File: src/rtl/prog_loader.sv
// Boot-time program loader: receives a length-prefixed byte stream, writes it word by word into
// instruction memory, then releases the core. Optional LOADER_CHECKSUM_EN adds a trailing XOR checksum byte.
module prog_loader #(
    parameter int MAX_WORDS = 256
) (
    input  logic        clk_i,
    input  logic        rst_i,
    input  logic [7:0]  byte_i,
    input  logic        byte_valid_i,
    output logic        byte_ready_o,
    output logic        mem_we_o,
    output logic [31:0] mem_addr_o,
    output logic [31:0] mem_wdata_o,
    output logic        core_rst_o,
    output logic        busy_o,
    output logic        done_o,
    output logic        error_o
);

    typedef enum logic [2:0] {
        LEN0,
        LEN1,
        DATA,
        WRITE,
`ifdef LOADER_CHECKSUM_EN
        CSUM,
`endif
        DONE,
        ERROR
    } state_t;

`ifdef LOADER_CHECKSUM_EN
    localparam state_t FINISH = CSUM;
`else
    localparam state_t FINISH = DONE;
`endif
    localparam logic [16:0] MAX_W = 17'(MAX_WORDS);

    state_t      state;
    state_t      state_nxt;
    logic [7:0]  len_lo;
    logic [15:0] len;
    logic [15:0] word_idx;
    logic [1:0]  byte_cnt;
    logic [23:0] word_buf;
    logic        we_q;
    logic        accept;
    logic [15:0] len_n;
    logic        last_word;
`ifdef LOADER_CHECKSUM_EN
    logic [7:0]  csum;
`endif

    assign accept    = byte_valid_i && byte_ready_o;
    assign len_n     = {byte_i, len_lo};
    assign last_word = ({1'b0, word_idx} + 17'd1) >= {1'b0, len};

    // A reset landing on the WRITE cycle must keep the strobe from reaching the memory.
    assign mem_we_o  = we_q && !rst_i;

    function automatic logic ready_in(input state_t s);
        case (s)
            LEN0, LEN1, DATA: ready_in = 1'b1;
`ifdef LOADER_CHECKSUM_EN
            CSUM:             ready_in = 1'b1;
`endif
            default:          ready_in = 1'b0;
        endcase
    endfunction

    always_comb begin
        // NOTE: default assignment first so every path drives state_nxt and no latch is inferred.
        state_nxt = state;
        case (state)
            LEN0:  if (accept) state_nxt = LEN1;
            LEN1: begin
                if (accept) begin
                    if ({1'b0, len_n} > MAX_W) state_nxt = ERROR;
                    else if (len_n == 16'd0)   state_nxt = FINISH;
                    else                       state_nxt = DATA;
                end
            end
            DATA:  if (accept && byte_cnt == 2'd3) state_nxt = WRITE;
            WRITE: state_nxt = last_word ? FINISH : DATA;
`ifdef LOADER_CHECKSUM_EN
            CSUM:  if (accept) state_nxt = (byte_i == csum) ? DONE : ERROR;
`endif
            default: state_nxt = state;
        endcase
    end

    // Outputs are registered from the next state so they line up with the state register.
    always_ff @(posedge clk_i) begin
        // NOTE: non-blocking assignments throughout so every register samples pre-edge values.
        if (rst_i) begin
            state        <= LEN0;
            byte_ready_o <= 1'b1;
            we_q         <= 1'b0;
            mem_addr_o   <= '0;
            mem_wdata_o  <= '0;
            core_rst_o   <= 1'b1;
            busy_o       <= 1'b1;
            done_o       <= 1'b0;
            error_o      <= 1'b0;
            len_lo       <= '0;
            len          <= '0;
            word_idx     <= '0;
            byte_cnt     <= '0;
            word_buf     <= '0;
`ifdef LOADER_CHECKSUM_EN
            csum         <= '0;
`endif
        end else begin
            state        <= state_nxt;
            byte_ready_o <= ready_in(state_nxt);
            we_q         <= (state_nxt == WRITE);
            core_rst_o   <= (state_nxt != DONE);
            busy_o       <= (state_nxt != DONE) && (state_nxt != ERROR);
            done_o       <= (state_nxt == DONE);
            error_o      <= (state_nxt == ERROR);

            if (accept) begin
                case (state)
                    LEN0: len_lo <= byte_i;
                    LEN1: len    <= len_n;
                    DATA: begin
                        byte_cnt <= byte_cnt + 2'd1;
`ifdef LOADER_CHECKSUM_EN
                        csum     <= csum ^ byte_i;
`endif
                        case (byte_cnt)
                            2'd0: word_buf[7:0]   <= byte_i;
                            2'd1: word_buf[15:8]  <= byte_i;
                            2'd2: word_buf[23:16] <= byte_i;
                            default: begin
                                mem_addr_o  <= {14'd0, word_idx, 2'b00};
                                mem_wdata_o <= {byte_i, word_buf};
                            end
                        endcase
                    end
                    default: ;
                endcase
            end

            if (state == WRITE) word_idx <= word_idx + 16'd1;
        end
    end

endmodule
File: config.mk
export PLATFORM = sky130hd
export DESIGN_NAME = prog_loader
export DESIGN_NICKNAME = d
export VERILOG_FILES = /design/src/rtl/prog_loader.sv
export SDC_FILE = /design/constraint.sdc
export NUM_CORES = 1
export LEC_CHECK = 0
export CORE_UTILIZATION = 40
export CTS_BUF_LIST = sky130_fd_sc_hd__clkbuf_8
export CTS_CLUSTER_SIZE = 16
export DETAILED_ROUTE_END_ITERATION = 16
export GPL_TIMING_DRIVEN = 0
export PLACE_DENSITY_LB_ADDON = 0.12
export SLEW_MARGIN = 40
export SYNTH_ARGS = -nofsm -noshare
export SYNTH_HDL_FRONTEND = slang
export SYNTH_SLANG_ARGS = --single-unit
File: constraint.sdc
create_clock -name clk_i -period 7.65 [get_ports clk_i]
set_input_delay 2.295 -clock clk_i [delete_from_list [all_inputs] [get_ports clk_i]]
set_output_delay 2.295 -clock clk_i [all_outputs]
set_load 0.02 [all_outputs]
# [Yosys cells after proc, flatten, opt, wreduce, memory -nomap -nowiden]
# Cells that the tools add are included.
[op_classes] addsub=3 n_lt_le_gt_ge=2 eq_ne=13 muxes=8 bitwise=1 reduce_logical=18
[ops] cell="two-way mux 3 bit" n=6
[ops] cell="adder 16 x 1 -> 17 bit, second input constant" n=1
[ops] cell="greater-or-equal comparator 17 x 16 -> 1 bit" n=1
[ops] cell="adder 16 x 1 -> 16 bit, second input constant" n=1
[ops] cell="> comparator 16 x 9 -> 1 bit, second input constant" n=1
[ops] cell="zero test 16 bit" n=1
[ops] cell="== test 3 x 2 -> 1 bit, second input constant" n=4
[ops] cell="one-hot mux 3 bit (4 select lines)" n=1
[ops] cell="AND reduction 3 bit" n=4
[ops] cell="== test 3 x 1 -> 1 bit, second input constant" n=2
[ops] cell="== test 3 bit, second input constant" n=2
[ops] cell="zero test 3 bit" n=2
[ops] cell="!= test 3 bit, second input constant" n=2
[ops] cell="AND reduction 2 bit" n=3
[ops] cell="OR reduction 3 bit" n=2
[ops] cell="== test 2 bit, second input constant" n=2
[ops] cell="logical AND 1 bit" n=4
[ops] cell="adder 2 x 1 -> 2 bit, second input constant" n=1
[ops] cell="== test 2 x 1 -> 1 bit, second input constant" n=1
[ops] cell="zero test 2 bit" n=1
[ops] cell="zero test 1 bit" n=1
[ops] cell="two-way mux 1 bit" n=1
[ops] cell="NOT 1 bit" n=1
[word_totals] regBits=123 input_bits=11 output_inout_bits=70

# [Longest topological paths before layout]
[depth] ltp_word=8 depth_mapped=12

# [Least setup slack after synthesis]
# No wires, ideal clock.
[synth_timing] path_type="input port to output port" startpoint="input rst_i" endpoint="output mem_we_o" arrival_time_ns=2.802 t_required_ns=5.355 path_slack_ns=2.553 stages=2 path_cell_list="clkbuf_1 nor2b_1"
[synth_between] elab_chain_len=2
[synth_lines] item="start, declared" line="7" text="input logic rst_i,"
[synth_lines] item="zero test 1 bit" line="59" text="assign mem_we_o = we_q && !rst_i;"
[synth_lines] item="logical AND 1 bit" line="59"
[synth_lines] item="end, declared" line="11" text="output logic mem_we_o,"
# Every way passes these cells.

# [Final worst setup path]
# Ends and elaborated chain as after synthesis.

==> impl_metrics.csv <==
group,metric,value,unit
status,outcome,"complete, no violations",
layout,fill_cells,1307,
global_routing,first_global_vias,4494,
layout,layout_commonest_cell,"nand2_1",
die,rows,42,
power_and_ir_drop,total_power,1.315,mW
power_and_ir_drop,vdd_drop_max,0.08616,mV
sta,fin_skew,0.009067,ns
sta,fin_ws,1.301,ns
detailed_routing,routed-via-count,4707,
setup_path,crit-reg2reg-capture,"core_rst_o",
setup_path,rr_startpoint,"word_idx[0]",
layout,fin_cells,960,
sta,min_period_over_period,0.8299,
layout,antenna_cells,0,
global_routing,antenna_found_initial,0,
yosys,ys_seq_elements,123,
sta,hold_viol_final,0,
clock_network,ctsHoldBuffers,0,
clock_network,cts_made_buffers,17,
run,cap_viol_max_count,0,
worst_hold_path,hold_class,"reg2reg",
worst_hold_path,min_from,"word_buf[18]",
setup_path,ff2ff_path_depth,11,
clock_network,clockBufferDepth,2,
worst_hold_path,whs_endpoint,"mem_wdata_o[18]",
die,start_util,0.4090,
sta,fmax,0.1575,GHz
clock_network,cts-root-buf,"clkbuf_8",
yosys,synth.distinct_cells,52,
yosys,netlist_top_cells_area,"dfxtp_1, nand2_1, a21oi_1, ha_1, nand3_1",
yosys,synth-edff-count,0,
clock_network,htreeDepth,4,
yosys,netlist_instances,674,
setup_path,crit_fanout,10,
global_routing,grt-ovfl-total,0,
placed_design,placed_cell_area,6311,um^2
placed_design,hpwl,9584,um
yosys,synth_top_area_frac,0.4564,
yosys,yosys.area.top_type,"dfxtp_1",
die,dieArea,13960,um^2
detailed_routing,drt_iter0_markers,221,
setup_path,worst-endpoint-required,5.36,ns
clock_network,clkTransAtPathRegs,0.08,ns
layout,drive_above_1_share,0.08418,
die,dieWidth,118.1,um
placed_design,port_buffers,63,
die,die_y,118.1,um
yosys,async_reset_ff_frac,0,
sta,finalSetupTns,0,ns
detailed_routing,via_per_inst,4.903,
setup_path,cp-end-kind,"primary output",
clock_network,cts_tree,"done",
placed_design,gp_congestion,0.8835,
yosys,synth_ff_type,"dfxtp_1",
clock_network,cts.sinks,123,
placed_design,place_ws,1.304,ns
layout,final_cell_mix,"nand2_1, dfxtp_1, a21oi_1",
layout,finalNetCount,804,
setup_path,start_kind,"input port",
detailed_routing,wire_per_inst,13.67,um
setup_path,r2r_slack,4.15,ns
clock_network,post_cts_buffers,0,
global_routing,grt_usage,0.2004,
power_and_ir_drop,pwr_density_cell,196.4,nW/um^2
placed_design,dp.cells,928,
detailed_routing,ant_nets,0,
layout,stdcell_area,6696,um^2
sta,relSlewSlack,0.5203,
setup_path,critical_path_class,"in2out",
global_routing,grt_max_degree,17,
worst_hold_path,hold_depth,2,
sta,report.final.slew_viol_count,0,
sta,setup_viol,0,
yosys,yosysSeqAreaShare,0.4564,
global_routing,grt_pass1_wl,21930,um
yosys,ys_warn_count,0,
clock_network,ctsResizeCount,0,
sta,max_slew.worst_pin.slew,0.7129,ns
power_and_ir_drop,p_leak,2.370,nW
clock_network,clk-insertion-delay-late,0.45,ns
die,io_pins,81,
detailed_routing,wl,13120,um
detailed_routing,dr.pass1.iters,5,
setup_path,arrival,4.05,ns
detailed_routing,drc,0,
layout,area_growth,24.12,%
sta,min_period,6.349,ns
yosys,syn_avg_cell_area,8.005,um^2
die,coreArea,13190,um^2
sta,rsz0062_at_grt,"false",
yosys,synth_area,5395,um^2
## layer usage
layer / vias up / global-route usage / part of all wire
li1: 2415 / - / -
met4: 0 / 0.08814 / 0.020
met1: 2144 / 0.2589 / 0.47
met3: 21 / 0.05261 / 0.059
met2: 127 / 0.3136 / 0.45
met5: - / 0 / 0
## synth_stat cells (2+ instances only)
| library cell | count |
|---|---|
| and2_1 | 4 |
| buf_4 | 17 |
| a21oi_1 | 101 |
| dfxtp_1 | 123 |
| nor2b_1 | 2 |
| nand2b_1 | 2 |
| xor2_1 | 18 |
| and3b_1 | 2 |
| nor4_1 | 4 |
| clkbuf_1 | 33 |
| ha_1 | 22 |
| xnor2_1 | 9 |
| nor3_1 | 5 |
| nand4_1 | 7 |
| nor4_2 | 2 |
| nand3_1 | 33 |
| buf_1 | 2 |
| nand2_1 | 183 |
| inv_1 | 21 |
| o21ai_0 | 7 |
| or3_2 | 2 |
| o21a_1 | 2 |
| or4_1 | 3 |
| nor2_1 | 30 |
| buf_2 | 3 |
| mux2i_1 | 9 |
| or2_2 | 2 |
| clkbuf_2 | 2 |
## worst max-delay path by stage
stage | startpoint | endpoint | slack, ns | cells after the start
finish | rst_i | mem_we_o | 1.30 | 4
global route | rst_i | mem_we_o | 1.20 | 4
CTS | rst_i | mem_we_o | 1.29 | 4
detailed placement | rst_i | mem_we_o | 1.30 | 4
global placement | rst_i | mem_we_o | 1.29 | 4
floorplan | rst_i | mem_we_o | 2.55 | 2
## metrics by stage
step | utilization | hold slack, ns
floorplan | - | 0.4321
global placement | 0.4778 | 0.4444
detailed placement | 0.4785 | 0.4476
CTS | 0.5077 | 0.4571
global route | 0.5077 | 0.4767
finish | 0.5077 | 0.4475
## sequential cells by signal (all words and copies together) (netlist names)
register,cells
mem_wdata_o,32
word_buf,24
len,16
mem_addr_o,16
word_idx,16
len_lo,8
state,3
byte_cnt,2
busy_o,1
byte_ready_o,1
core_rst_o,1
done_o,1
error_o,1
we_q,1
## final cells by class
class,instances,area (um^2),area share
clock buffers,17,234.0,0.03494
inverters,21,78.83,0.01177
multi-input cells,488,2635,0.3935
repair buffers,63,630.6,0.09417
plain buffers,57,284.0,0.04241
flip-flops and latches,123,2462,0.3677
well taps,176,220.2,0.03288
clock inverters,15,151.4,0.02261
## cell families after synthesis
group                      count (synthesis)  share of synthesized area
AOI/OAI and AO/OA                        124                     0.1259
xor gates and xnor gates                  27                    0.04383
adders and majority gates                 22                    0.05102
buffers and inverters                     78                    0.06725
DFF                                      123                     0.4564
muxes                                      9                    0.01670
other                                      1                  0.0006951
and+or+nand+nor                          290                     0.2382
## report_power, final
part,internal [mW],leakage [nW],switching [mW]
Clock,0.288,0.186,0.271
Combinational,0.0369,1.19,0.0615
Sequential,0.650,0.993,0.00844
## critical path: stages
cell,delay [ns]
clkdlybuf4s50_1,0.56
clkbuf_1,0.50
nor2b_1,0.13
clkdlybuf4s50_1,0.56
No activity file was read; power rests on OpenSTA's default activity.
